--- src/rtl/bcd_down_counter_timer.sv ---
// Multi-digit BCD countdown timer: loads a decimal preset, then counts down one
// unit per qualified tick with digit-wise borrow, stopping at zero with a done pulse.
module bcd_down_counter_timer #(
  parameter int unsigned DIGITS = 2
) (
  input  logic                  clk,
  input  logic                  reset,
  input  logic                  clear,
  input  logic                  load,
  input  logic [4*DIGITS-1:0]   load_val,
  input  logic                  start,
  input  logic                  pause,
  input  logic                  tick,
  output logic [4*DIGITS-1:0]   count,
  output logic                  running,
  output logic                  zero,
  output logic                  done,
  output logic                  load_err
);

  typedef enum logic [1:0] {IDLE, RUN, PAUSED, DONE} state_t;

  state_t              state, state_nx;
  logic [4*DIGITS-1:0] count_nx;
  logic [4*DIGITS-1:0] dec;
  logic                done_nx, err_nx;
  logic                val_ok, borrow, count_nz;

  always_comb begin
    val_ok = 1'b1;
    for (int unsigned i = 0; i < DIGITS; i++)
      if (load_val[4*i +: 4] > 4'd9) val_ok = 1'b0;
  end

  // Borrow ripples upward and stops at the first nonzero digit.
  always_comb begin
    dec    = count;
    borrow = 1'b1;
    for (int unsigned i = 0; i < DIGITS; i++) begin
      if (borrow) begin
        if (count[4*i +: 4] == 4'd0) begin
          dec[4*i +: 4] = 4'd9;
        end else begin
          dec[4*i +: 4] = count[4*i +: 4] - 4'd1;
          borrow        = 1'b0;
        end
      end
    end
  end

  assign count_nz = (count != '0);

  // Priority: clear, load (not in RUN), pause, start (not in RUN), tick.
  // A load or start that is meaningless in RUN falls through to lower inputs.
  always_comb begin
    state_nx = state;
    count_nx = count;
    done_nx  = 1'b0;
    err_nx   = 1'b0;
    if (clear) begin
      count_nx = '0;
      state_nx = IDLE;
    end else if (load && state != RUN) begin
      if (val_ok) begin
        count_nx = load_val;
        if (state == DONE) state_nx = IDLE;
      end else begin
        err_nx = 1'b1;
      end
    end else if (pause) begin
      if (state == RUN) state_nx = PAUSED;
    end else if (start && state != RUN) begin
      if ((state == IDLE || state == PAUSED) && count_nz) state_nx = RUN;
    end else if (tick && state == RUN) begin
      count_nx = dec;
      if (dec == '0) begin
        state_nx = DONE;
        done_nx  = 1'b1;
      end
    end
  end

  always_ff @(posedge clk or negedge reset) begin
    if (!reset) begin
      state    <= IDLE;
      count    <= '0;
      done     <= 1'b0;
      load_err <= 1'b0;
    end else begin
      state    <= state_nx;
      count    <= count_nx;
      done     <= done_nx;
      load_err <= err_nx;
    end
  end

  assign running = (state == RUN);
  assign zero    = ~count_nz;

endmodule

--- config.mk ---
export PLATFORM = sky130hd
export DESIGN_NAME = bcd_down_counter_timer
export DESIGN_NICKNAME = d
export VERILOG_FILES = /design/src/rtl/bcd_down_counter_timer.sv
export SDC_FILE = /design/constraint.sdc
export NUM_CORES = 1
export LEC_CHECK = 0
export ABC_AREA = 1
export CAP_MARGIN = 10
export CELL_PAD_IN_SITES_DETAIL_PLACEMENT = 1
export CELL_PAD_IN_SITES_GLOBAL_PLACEMENT = 1
export CORE_MARGIN = 8
export CORE_UTILIZATION = 34
export DETAILED_ROUTE_END_ITERATION = 6
export PLACE_DENSITY = 0.87
export RECOVER_POWER = 100
export SYNTH_ARGS = -nofsm -noshare
export SYNTH_HDL_FRONTEND = slang
export SYNTH_SLANG_ARGS = --single-unit
--- constraint.sdc ---
create_clock -name clk -period 2 [get_ports clk]
set_input_delay 0.3 -clock clk [delete_from_list [all_inputs] [get_ports clk]]
set_output_delay 0.3 -clock clk [all_outputs]
set_load 0.01 [all_outputs]
# --- After elaboration in Yosys (flattened, before gate mapping) ---
# Index checks and enable logic that the tools add are counted.
word_totals:
  output_inout_bits: 12
  inputBits: 15
  wordCells: 65
  reg_bits: 12
op_classes:
  reduce_logical: 15
  n_eq_ne: 10
  n_bitwise: 1
  addsub: 2
  order_cmp: 2
  n_mux: 31
ops:
  columns: ["cell", "n"]
  rows:
  - ["8-bit 2-to-1 mux", 6]
  - ["2-bit 2-to-1 mux", 10]
  - ["1-bit 2-to-1 mux", 12]
  - ["4-bit 2-to-1 mux", 3]
  - ["5-bit nonzero test", 2]
  - ["4-bit > comparator, second input constant", 2]
  - ["4-bit logical NOT", 2]
  - ["8-bit logical NOT", 1]
  - ["8-bit nonzero test", 1]
  - ["4-bit by 1-bit subtractor with 4-bit output, second input constant", 2]
  - ["3-bit by 2-bit != test with 1-bit output, second input constant", 2]
  - ["3-bit != test, second input constant", 2]
  - ["6-bit AND reduction", 1]
  - ["5-bit by 4-bit != test with 1-bit output, second input constant", 1]
  - ["2-bit == test, second input constant", 2]
  - ["1-bit logical AND", 4]
  - ["4-bit by 2-bit != test with 1-bit output, second input constant", 1]
  - ["4-bit AND reduction", 1]
  - ["3-bit nonzero test", 1]
  - ["2-bit by 1-bit == test with 1-bit output, second input constant", 1]
  - ["2-bit logical NOT", 1]
  - ["2-bit by 1-bit != test with 1-bit output, second input constant", 1]
  - ["1-bit logical OR", 1]
  - ["1-bit inverter", 1]

# --- Longest topological paths before layout ---
# Gate-level depths: netlist (run 1).
depth:
  ltp_word: 10
  mapped_depth: 12
  mapped_depth_nobuf: 12

# --- Least setup slack after synthesis (run 1) ---
# No wires, ideal clock.
synth_timing:
  kind: "register -> register"
  startpoint: "register count[3]"
  endpoint: "register state[0]"
  path_stages_with_launch: 11
  required_ps: 1883
  setup_time_ps: 117
  t_arrival_ps: 1233
  n_path_buf: 0
  setup_slack_ps: 651
  synth_period_minus_slack_ps: 1349
  path_cell_list: "dfrtp_1 nor2_2 nand2_2 o21ai_1 nand2_1 nor2_1 nand2_1 nand2_2 nand2_2 nand2_1 nand2_1"
synth_via:
  elab_chain_cells: 6
  word_cells_on_any_way: 11
  cone_classes: "add/sub: 1; eq/ne: 1; mux: 3; reduce/logical: 6"
synth_rtl:
  columns: ["item", "line_no", "source"]
  rows:
  - ["start: declaration", "14", "output logic [4*DIGITS-1:0] count,"]
  - ["start signal: assignment", "91", "count <= count_nx;"]
  - ["parallel branches: the longest is 5 deep, another holds 4-bit by 1-bit subtractor with 4-bit output", null, null]
  - ["6-bit AND reduction (no source line) (*)", null, null]
  - ["end signal: assignment", "90", "state <= state_nx;"]
  - ["end: declaration", "23", "state_t state, state_nx;"]
# Mark *: on every way between the ends.
# A chain may end at the register's enable or synchronous reset.

# --- Final worst setup path (run 1) ---
layout_timing:
  startpoint: "register state[0]"
  endpoint: "output port running"
layout_via:
  elab_chain_cells: 1
layout_rtl:
  columns: ["item", "line_no", "source"]
  rows:
  - ["2-bit by 1-bit == test with 1-bit output", "97", "assign running = (state == RUN);"]
  - ["end: declaration", "15", "output logic running,"]
# Every way passes these cells.

==> impl_metrics.csv, run 1 <==
group,metric,value,unit
run_status,run_status,"completed",
worst_setup_path,worstPathCellList,"inv_2 > nor2_2 > dlygate4sd3_1",
worst_setup_path,critPathKind,"reg -> out",
logic_synthesis,yosysMostFrequentCell,"nand2_1",
clocking,clk_path_buf_depth,2,
route,antenna_left,0,
global_routing,grt_pass1_vias,1089,
logic_synthesis,yosys_register_bits,12,
logic_synthesis,synthTopCellsByArea,"dfrtp_1 (34%), nand2_1 (12%), nor2_1 (5.6%), nand2_4 (5.1%), o21ai_2 (5.0%)",
placed_design,place.gp.congestion,0.851,
timing,maxSlewHeadroom,0.616,
power,ir_worst_vdd,0.383,mV
placed_design,dp_cells,175,
floorplanning,io_pins,27,
worst_setup_path,path_depth,3,
timing,worst_slew_pin_slew,0.574,ns
flow_run,maxCapViolCount,0,
route,viasPerCell,5.06,
clocking,cts_tree,"done",
logic_synthesis,syn-mean-instance-area,7.31,um^2
clocking,cts_sinks,12,
worst_setup_path,endpoint_kind,"primary output",
global_routing,grt_max_degree,15,
route,dr_total_vias,931,
cells_and_area,drive_above_1_share,0.214,
logic_synthesis,synth_fp_nets,135,
cells_and_area,final_area,1230,um^2
clocking,clk_pin_slew,0.08,ns
placed_design,io_buffers,26,
worst_setup_path,crit_buf_inv,2,
cells_and_area,nFillCells,323,
worst_setup_path,cp_max_fo,3,
global_routing,overflow,0,
cells_and_area,seq_area,302,um^2
clocking,htreeDepth,1,
logic_synthesis,yosys_warnings,0,
min_path,hold_path_class,"in -> async",
worst_setup_path,ff2ff_path_depth,11,
logic_synthesis,synthArstFlopShare,1.00,
logic_synthesis,yosysTopAreaCell,"dfrtp_1",
floorplanning,rows,18,
logic_synthesis,synth_ff_type,"dfrtp_1",
logic_synthesis,synth_edf_count,0,
timing,post-route-period-util,0.925,
cells_and_area,multiInputGateArea,509,um^2
power,p_per_area,863,nW/um^2
route,drt_iter0_markers,18,
floorplanning,die_y,66.8,um
cells_and_area,area_delta_synth_final,40.2,%
worst_setup_path,worst_ep_arrival_time,1.55,ns
timing,rsz0062_at_grt,"no",
timing,clock_skew,0.000869,ns
cells_and_area,stdcell_count,184,
logic_synthesis,synth_top_area_share,0.342,
worst_setup_path,worst_ep_required_time,1.70,ns
floorplanning,start_util,0.357,
worst_setup_path,cp-start-kind,"flop",
route,wl_per_cell,15.3,um
logic_synthesis,synth_area,877,um^2
floorplanning,die_w,66.8,um
timing,slew_violations,0,
clocking,root_buffer,"clkbuf_4",
worst_setup_path,path_delay_family,"buffers and inverters",
logic_synthesis,yosysSeqAreaShare,0.342,
cells_and_area,antenna-diode-count,0,
logic_synthesis,synth_cell_types,22,
placed_design,hpwlAfterDp,2260,um
clocking,insertion_delay,0.28,ns
global_routing,grt_pass1_wl,4950,um
timing,fin_ws,0.151,ns
worst_setup_path,crit_path_max_incr_delay,0.63,ns
clocking,numCtsBuffers,3,
worst_setup_path,crit_slowest_cell,"dlygate4sd3_1",
power,p_leak,0.621,nW
logic_synthesis,ys_top_cells_by_count,"nand2_1 (29), nor2_1 (13), dfrtp_1 (12)",
timing,setup_violations,0,
timing,holdWs,0.450,ns
cells_and_area,final_nets,171,
timing,finalHoldViolCount,0,
floorplanning,dieArea,4460,um^2
route,finalWirelength,2820,um
route,drc_errors,0,
global_routing,grt_use_total,0.143,
route,firstDrtPassIters,4,
timing,fin_crit,1.85,ns
placed_design,dpl_worst_slack,0.0605,ns
timing,clock.fmax,0.541,GHz
global_routing,grt_antenna_before_repair,0,
placed_design,dpl_cell_area,1160,um^2
timing,tns,0,ns
floorplanning,core-area,2450,um^2
logic_synthesis,syn_inst,120,
-- sequential cells by signal, indices dropped and copies added, names as in the netlist --
signal / count
done: 1
load_err: 1
state: 2
count: 8
-- worst reg2reg max path: stages, from the launching register on --
cell and delay (ns):
dfrtp_2 0.43, nor2_4 0.13, clkbuf_1 0.21, nand3_1 0.11, nand2_1 0.08, nand2_1 0.08, nor2_1 0.13, nand2_1 0.10
nand2_1 0.13, nand2_2 0.07, nand2_1 0.06, nand2_1 0.05
-- cell families (layout without fill, tap and decap cells) --
kind of cell    Yosys count  count (layout)  share of synthesized area
compound gates           24              24                      0.178
buf+inv                  16              50                     0.0799
simple gates             68              68                      0.399
flops                    12              12                      0.342
-- what timing repair did --
item | in CTS | in global routing
buffers inserted | 6 | 0
hold buffers | 0 | 0
endpoints found under the setup margin | 1 | 0
resized for setup | 3 | 0
-- per-stage QoR --
stage | utilization | total power [W]
finish | 0.501 | 0.00106
global route | 0.501 | 0.00114
CTS | 0.504 | 0.00109
detailed placement | 0.474 | 0.000881
global placement | 0.474 | 0.000861
floorplan | - | 0.000657
-- path summary, 6_finish.rpt --
kind	from	to	slack, ns
worst max-delay path	state[0]	running	0.15
worst min-delay path	reset	count[2]	0.45
worst max register to register	count[0]	state[0]	0.33
worst min register to register	state[1]	state[1]	0.55
max in group asynchronous	reset	count[0]	1.14
min in group clk	state[1]	state[1]	0.55
-- power by group --
group          internal, W  switching (W)  leakage (nW)
sequential        0.000288      0.0000510         0.158
clock            0.0000698      0.0000905        0.0138
combinational     0.000236       0.000325         0.449
total             0.000594       0.000467         0.621
-- layer usage --
metal / global-route usage / wire, um / vias to the layer above
li1: - / - / 464
met1: 0.155 / 1140 / 446
met2: 0.266 / 1550 / 17
met3: 0.0218 / 83 / 4
met4: 0.0560 / 38 / 0
met5: 0 / 0 / -
-- layout make-up --
type,count,share of cell area
well taps,30,0.0305
flip-flops and latches,12,0.245
clock buffers,3,0.0183
multi-input cells,92,0.414
inverters,15,0.0478
repair buffers,32,0.244
-- cells in the final DEF (no fill, tap or decap), drive strengths merged, types with 3 or more instances in the layout --
master,Yosys,layout
a21oi,3,3
a22oi,4,4
buf,1,5
clkbuf,0,4
clkdlybuf4s50,0,11
dfrtp,12,12
dlygate4sd3,0,14
inv,15,15
nand2,38,38
nand3,8,8
nor2,20,20
o21ai,15,15
(Power assumes the default switching activity.)
==> run 2, diff against run 1 <==
- REMOVE_ABC_BUFFERS: default -> 1
==> impl_metrics.csv, run 2 (same netlist as run 1, synthesis figures left out) <==
group,metric,value,unit
cells_and_area,fin_util,0.483,
clocking,htreeDepth,1,
global_routing,grt_max_degree,15,
cells_and_area,largest_reg_flops,8,
timing,clock.fmax,0.541,GHz
timing,finalHoldViolCount,0,
placed_design,dpl_worst_slack,0.0830,ns
worst_setup_path,worstPathCellList,"nor2_4 > nand2_2 > inv_2 > nand2_1 > inv_1 > dlygate4sd2_1",
placed_design,hpwlAfterDp,2310,um
clocking,cts_tree,"done",
floorplanning,io_pins,27,
global_routing,grt_pass1_vias,1008,
cells_and_area,biggestRegsByFlops,"count: 8 flops, state: 2 flops",
floorplanning,die_y,66.8,um
timing,maxSlewHeadroom,0.583,
clocking,cts_sinks,12,
cells_and_area,drive_above_1_share,0.174,
cells_and_area,area_delta_synth_final,35.1,%
worst_setup_path,cp_max_fo,4,
power,p_leak,0.594,nW
cells_and_area,regMostFlops,"count",
cells_and_area,antenna-diode-count,0,
flow_run,maxCapViolCount,0,
global_routing,grt_use_total,0.133,
floorplanning,rows,18,
cells_and_area,layout_commonest_cell,"nand2_1",
clocking,clk_pin_slew,0.08,ns
route,firstDrtPassIters,4,
worst_setup_path,worst_ep_required_time,1.70,ns
clocking,insertion_delay,0.28,ns
floorplanning,dieArea,4460,um^2
cells_and_area,final_cell_mix,"nand2_1 (29), nor2_1 (14), dlygate4sd3_1 (13)",
clocking,clk_path_buf_depth,2,
min_path,hold_path_class,"in -> async",
run_status,run_status,"completed",
worst_setup_path,critPathKind,"reg -> out",
worst_setup_path,endpoint_kind,"primary output",
route,wl_per_cell,15.8,um
route,drc_errors,0,
floorplanning,die_w,66.8,um
route,dr_total_vias,920,
timing,fin_crit,1.85,ns
timing,tns,0,ns
clocking,numCtsBuffers,3,
route,antenna_left,0,
route,finalWirelength,2820,um
floorplanning,start_util,0.357,
worst_setup_path,crit_slowest_cell,"dfrtp_2",
global_routing,overflow,0,
timing,post-route-period-util,0.925,
power,ir_worst_vdd,0.447,mV
placed_design,io_buffers,26,
timing,worst_slew_pin_slew,0.624,ns
worst_setup_path,cp-start-kind,"flop",
power,p_per_area,863,nW/um^2
floorplanning,core-area,2450,um^2
cells_and_area,final_nets,166,
route,viasPerCell,5.14,
worst_setup_path,crit_path_max_incr_delay,0.45,ns
global_routing,grt_pass1_wl,4640,um
timing,clock_skew,0.00212,ns
timing,rsz0062_at_grt,"no",
global_routing,grt_antenna_before_repair,0,
timing,fin_ws,0.151,ns
route,drt_iter0_markers,41,
worst_setup_path,worst_ep_arrival_time,1.55,ns
clocking,root_buffer,"clkbuf_4",
timing,slew_violations,0,
placed_design,place.gp.congestion,0.848,
timing,setup_violations,0,
==> run 2: changes by cell type in the layout (fill, tap and decap cells not counted) <==
cell	previous run	this run
buf_4	5	1
clkbuf_1	1	0
clkdlybuf4s50_1	11	12
dlygate4sd3_1	14	13
nand2_1	30	29
nand2_2	4	5
nor2_1	13	14
nor2_2	4	3
o21ai_0	9	12
o21ai_2	5	2
==> run 2: layer usage <==
layer / vias to the layer above / global-route usage / share of wire
li1: 452 / - / -
met1: 445 / 0.155 / 0.43
met2: 19 / 0.244 / 0.54
met3: 4 / 0.0117 / 0.025
met4: 0 / 0.0480 / 0.012
met5: - / 0 / 0
==> run 2: layout make-up <==
class	instances	area (um^2)
Fill cell	311	1270
Multi-Input combinational cell	92	498
Sequential cell	12	302
Timing Repair Buffer	27	267
Inverter	15	58.8
Tap cell	30	37.5
Clock buffer	3	22.5
==> run 2: worst max-delay path: cells and delay by family, from the launching register on <==
kind,cells,cell delay [ns]
flip-flops,1,0.45
buffers and inverters,3,0.41
AND/OR/NAND/NOR,3,0.40
==> run 2: path summary, 6_finish.rpt <==
kind                       cells past startpoint  slack (ns)  startpoint  endpoint
hold / removal                                 1        0.47       reset  state[1]
setup / recovery                               6        0.15    count[3]      zero
min in group clk                               2        0.54    state[0]  state[0]
max in group asynchronous                      1        1.09       reset  count[3]
hold reg to reg                                2        0.54    state[0]  state[0]
setup reg to reg                              11        0.42    count[0]  state[1]
==> run 2: report_power, final <==
| group | switching (W) | leakage, nW | internal (W) | total [W] |
|---|---|---|---|---|
| logic | 0.000305 | 0.423 | 0.000207 | 0.000512 |
| clock network | 0.0000901 | 0.0138 | 0.0000698 | 0.000160 |
| registers | 0.0000624 | 0.158 | 0.000288 | 0.000351 |
==> run 2: metrics by stage <==
stage | power [W] | hold WS, ns | std cells | instance area, um^2
CTS | 0.00106 | 0.414 | 179 | 1200
floorplan | 0.000652 | 0.00441 | 119 | 866
global placement | 0.000859 | 0.499 | 175 | 1160
global route | 0.00109 | 0.520 | 179 | 1180
detailed placement | 0.000887 | 0.526 | 175 | 1160
finish | 0.00102 | 0.473 | 179 | 1180
==> run 2: what timing repair did <==
action	4_1_cts	5_1_grt
resized for setup	4	0
buffers inserted	1	0
endpoints found under the setup margin	1	0
hold endpoints to repair	0	0
hold buffers	0	0
==> run 3, diff against run 2 <==
- GPL_TIMING_DRIVEN: default -> 0
- SKIP_LAST_GASP: default -> 1
==> impl_metrics.csv, run 3 (same netlist as run 1, synthesis figures left out) <==
group,metric,value,unit
run_status,run_status,"completed",
cells_and_area,antenna-diode-count,0,
worst_setup_path,cp-start-kind,"flop",
clocking,htreeDepth,1,
timing,setup_violations,0,
cells_and_area,largest_reg_flops,8,
placed_design,io_buffers,26,
worst_setup_path,worst_ep_arrival_time,1.57,ns
timing,post-route-period-util,0.936,
clocking,cts-hold-fix-buffers,0,
timing,worst_slew_pin_slew,0.595,ns
global_routing,grt_max_degree,15,
cells_and_area,nFillCells,324,
timing,holdWs,0.451,ns
placed_design,hpwlAfterDp,2170,um
timing,slew_violations,0,
cells_and_area,final_cell_mix,"nand2_1 (29), nor2_1 (16), clkdlybuf4s50_1 (13)",
timing,clock.fmax,0.534,GHz
power,ir_worst_vdd,0.405,mV
worst_setup_path,cp_max_fo,3,
placed_design,dpl_cell_area,1160,um^2
global_routing,overflow,0,
clocking,insertion_delay,0.28,ns
route,wl_per_cell,15.1,um
floorplanning,start_util,0.357,
worst_setup_path,crit_slowest_cell,"clkdlybuf4s50_1",
floorplanning,io_pins,27,
route,dr_total_vias,942,
cells_and_area,final_nets,171,
global_routing,grt_antenna_before_repair,0,
floorplanning,dieArea,4460,um^2
worst_setup_path,crit-reg2reg-capture,"state[1]",
cells_and_area,stdcell_count,185,
cells_and_area,regMostFlops,"count",
worst_setup_path,crit_buf_inv,2,
route,viasPerCell,5.09,
clocking,numCtsBuffers,3,
global_routing,grt_use_total,0.141,
worst_setup_path,reg2reg_from,"state[1]",
clocking,cts_sinks,12,
worst_setup_path,critPathKind,"reg -> out",
clocking,clk_path_buf_depth,2,
timing,clock_skew,0.00147,ns
floorplanning,die_y,66.8,um
cells_and_area,area_delta_synth_final,39.8,%
timing,finalHoldViolCount,0,
worst_setup_path,ff2ff_path_depth,12,
cells_and_area,biggestRegsByFlops,"count: 8 flops, state: 2 flops",
route,drc_errors,0,
clocking,cts_tree,"done",
cells_and_area,layout_commonest_cell,"nand2_1",
placed_design,dp_cells,175,
placed_design,place.gp.congestion,0.863,
cells_and_area,fin_util,0.499,
flow_run,maxCapViolCount,0,
timing,maxSlewHeadroom,0.602,
clocking,clk_pin_slew,0.09,ns
floorplanning,die_w,66.8,um
cells_and_area,drive_above_1_share,0.194,
min_path,hold_path_class,"in -> async",
worst_setup_path,crit_path_max_incr_delay,0.60,ns
timing,fin_ws,0.129,ns
floorplanning,rows,18,
power,p_per_area,886,nW/um^2
route,antenna_left,0,
cells_and_area,final_area,1230,um^2
clocking,root_buffer,"clkbuf_4",
route,drt_iter0_markers,32,
global_routing,grt_pass1_wl,4850,um
worst_setup_path,worstPathCellList,"inv_2 > nor2_1 > clkdlybuf4s50_1",
floorplanning,core-area,2450,um^2
route,firstDrtPassIters,4,
worst_setup_path,worst_ep_required_time,1.70,ns
timing,fin_crit,1.87,ns
worst_setup_path,rrSetupSlack,0.38,ns
route,finalWirelength,2800,um
worst_setup_path,endpoint_kind,"primary output",
global_routing,grt_pass1_vias,1063,
worst_setup_path,path_delay_family,"buffers and inverters",
placed_design,dpl_worst_slack,-0.000704,ns
timing,rsz0062_at_grt,"no",
power,p_leak,0.622,nW
==> run 3: per-stage QoR <==
| stage | power (W) | TNS, ns |
|---|---|---|
| 2_1_floorplan | 0.000652 | 0 |
| 3_3_place_gp | 0.000852 | 0 |
| 3_5_place_dp | 0.000873 | -0.000704 |
| 4_1_cts | 0.00114 | 0 |
| 5_1_grt | 0.00117 | 0 |
| 6_report | 0.00109 | 0 |
==> run 3: cell type report <==
| cell class | instances | area (um^2) | share of cell area |
|---|---|---|---|
| clock buffers | 4 | 36.3 | 0.0296 |
| flip-flops and latches | 12 | 302 | 0.246 |
| repair buffers | 32 | 304 | 0.248 |
| inverters | 15 | 58.8 | 0.0480 |
| multi-input cells | 92 | 488 | 0.398 |
| well taps | 30 | 37.5 | 0.0306 |
==> run 3: worst max path at each step <==
stage                   from        to  slack (ns)  cells past startpoint
floorplan           state[1]  count[1]        0.65                     10
global placement       clear  count[2]        0.07                      8
detailed placement     clear  count[2]     -0.0007                      8
CTS                 state[0]   running        0.21                      3
global route        count[0]      zero        0.06                      6
finish              state[0]   running        0.13                      3
==> run 3: per-layer routing <==
metal,share of wire,up-vias,track usage
met1,0.42,455,0.150
met2,0.52,21,0.252
li1,-,459,-
met5,0,-,0
met4,0.029,0,0.0960
met3,0.032,7,0.0151
==> run 3: power by group <==
part	internal [W]	total (W)	switching [W]	leakage, nW
sequential	0.000288	0.000333	0.0000452	0.158
clock	0.000111	0.000208	0.0000973	0.0210
combinational	0.000235	0.000545	0.000310	0.444
==> run 3: repair_timing <==
| item | in CTS | in global routing |
|---|---|---|
| buffers inserted | 6 | 0 |
| hold endpoints to repair | 0 | 0 |
| gates resized for setup | 3 | 0 |
| endpoints found under the setup margin | 1 | 0 |
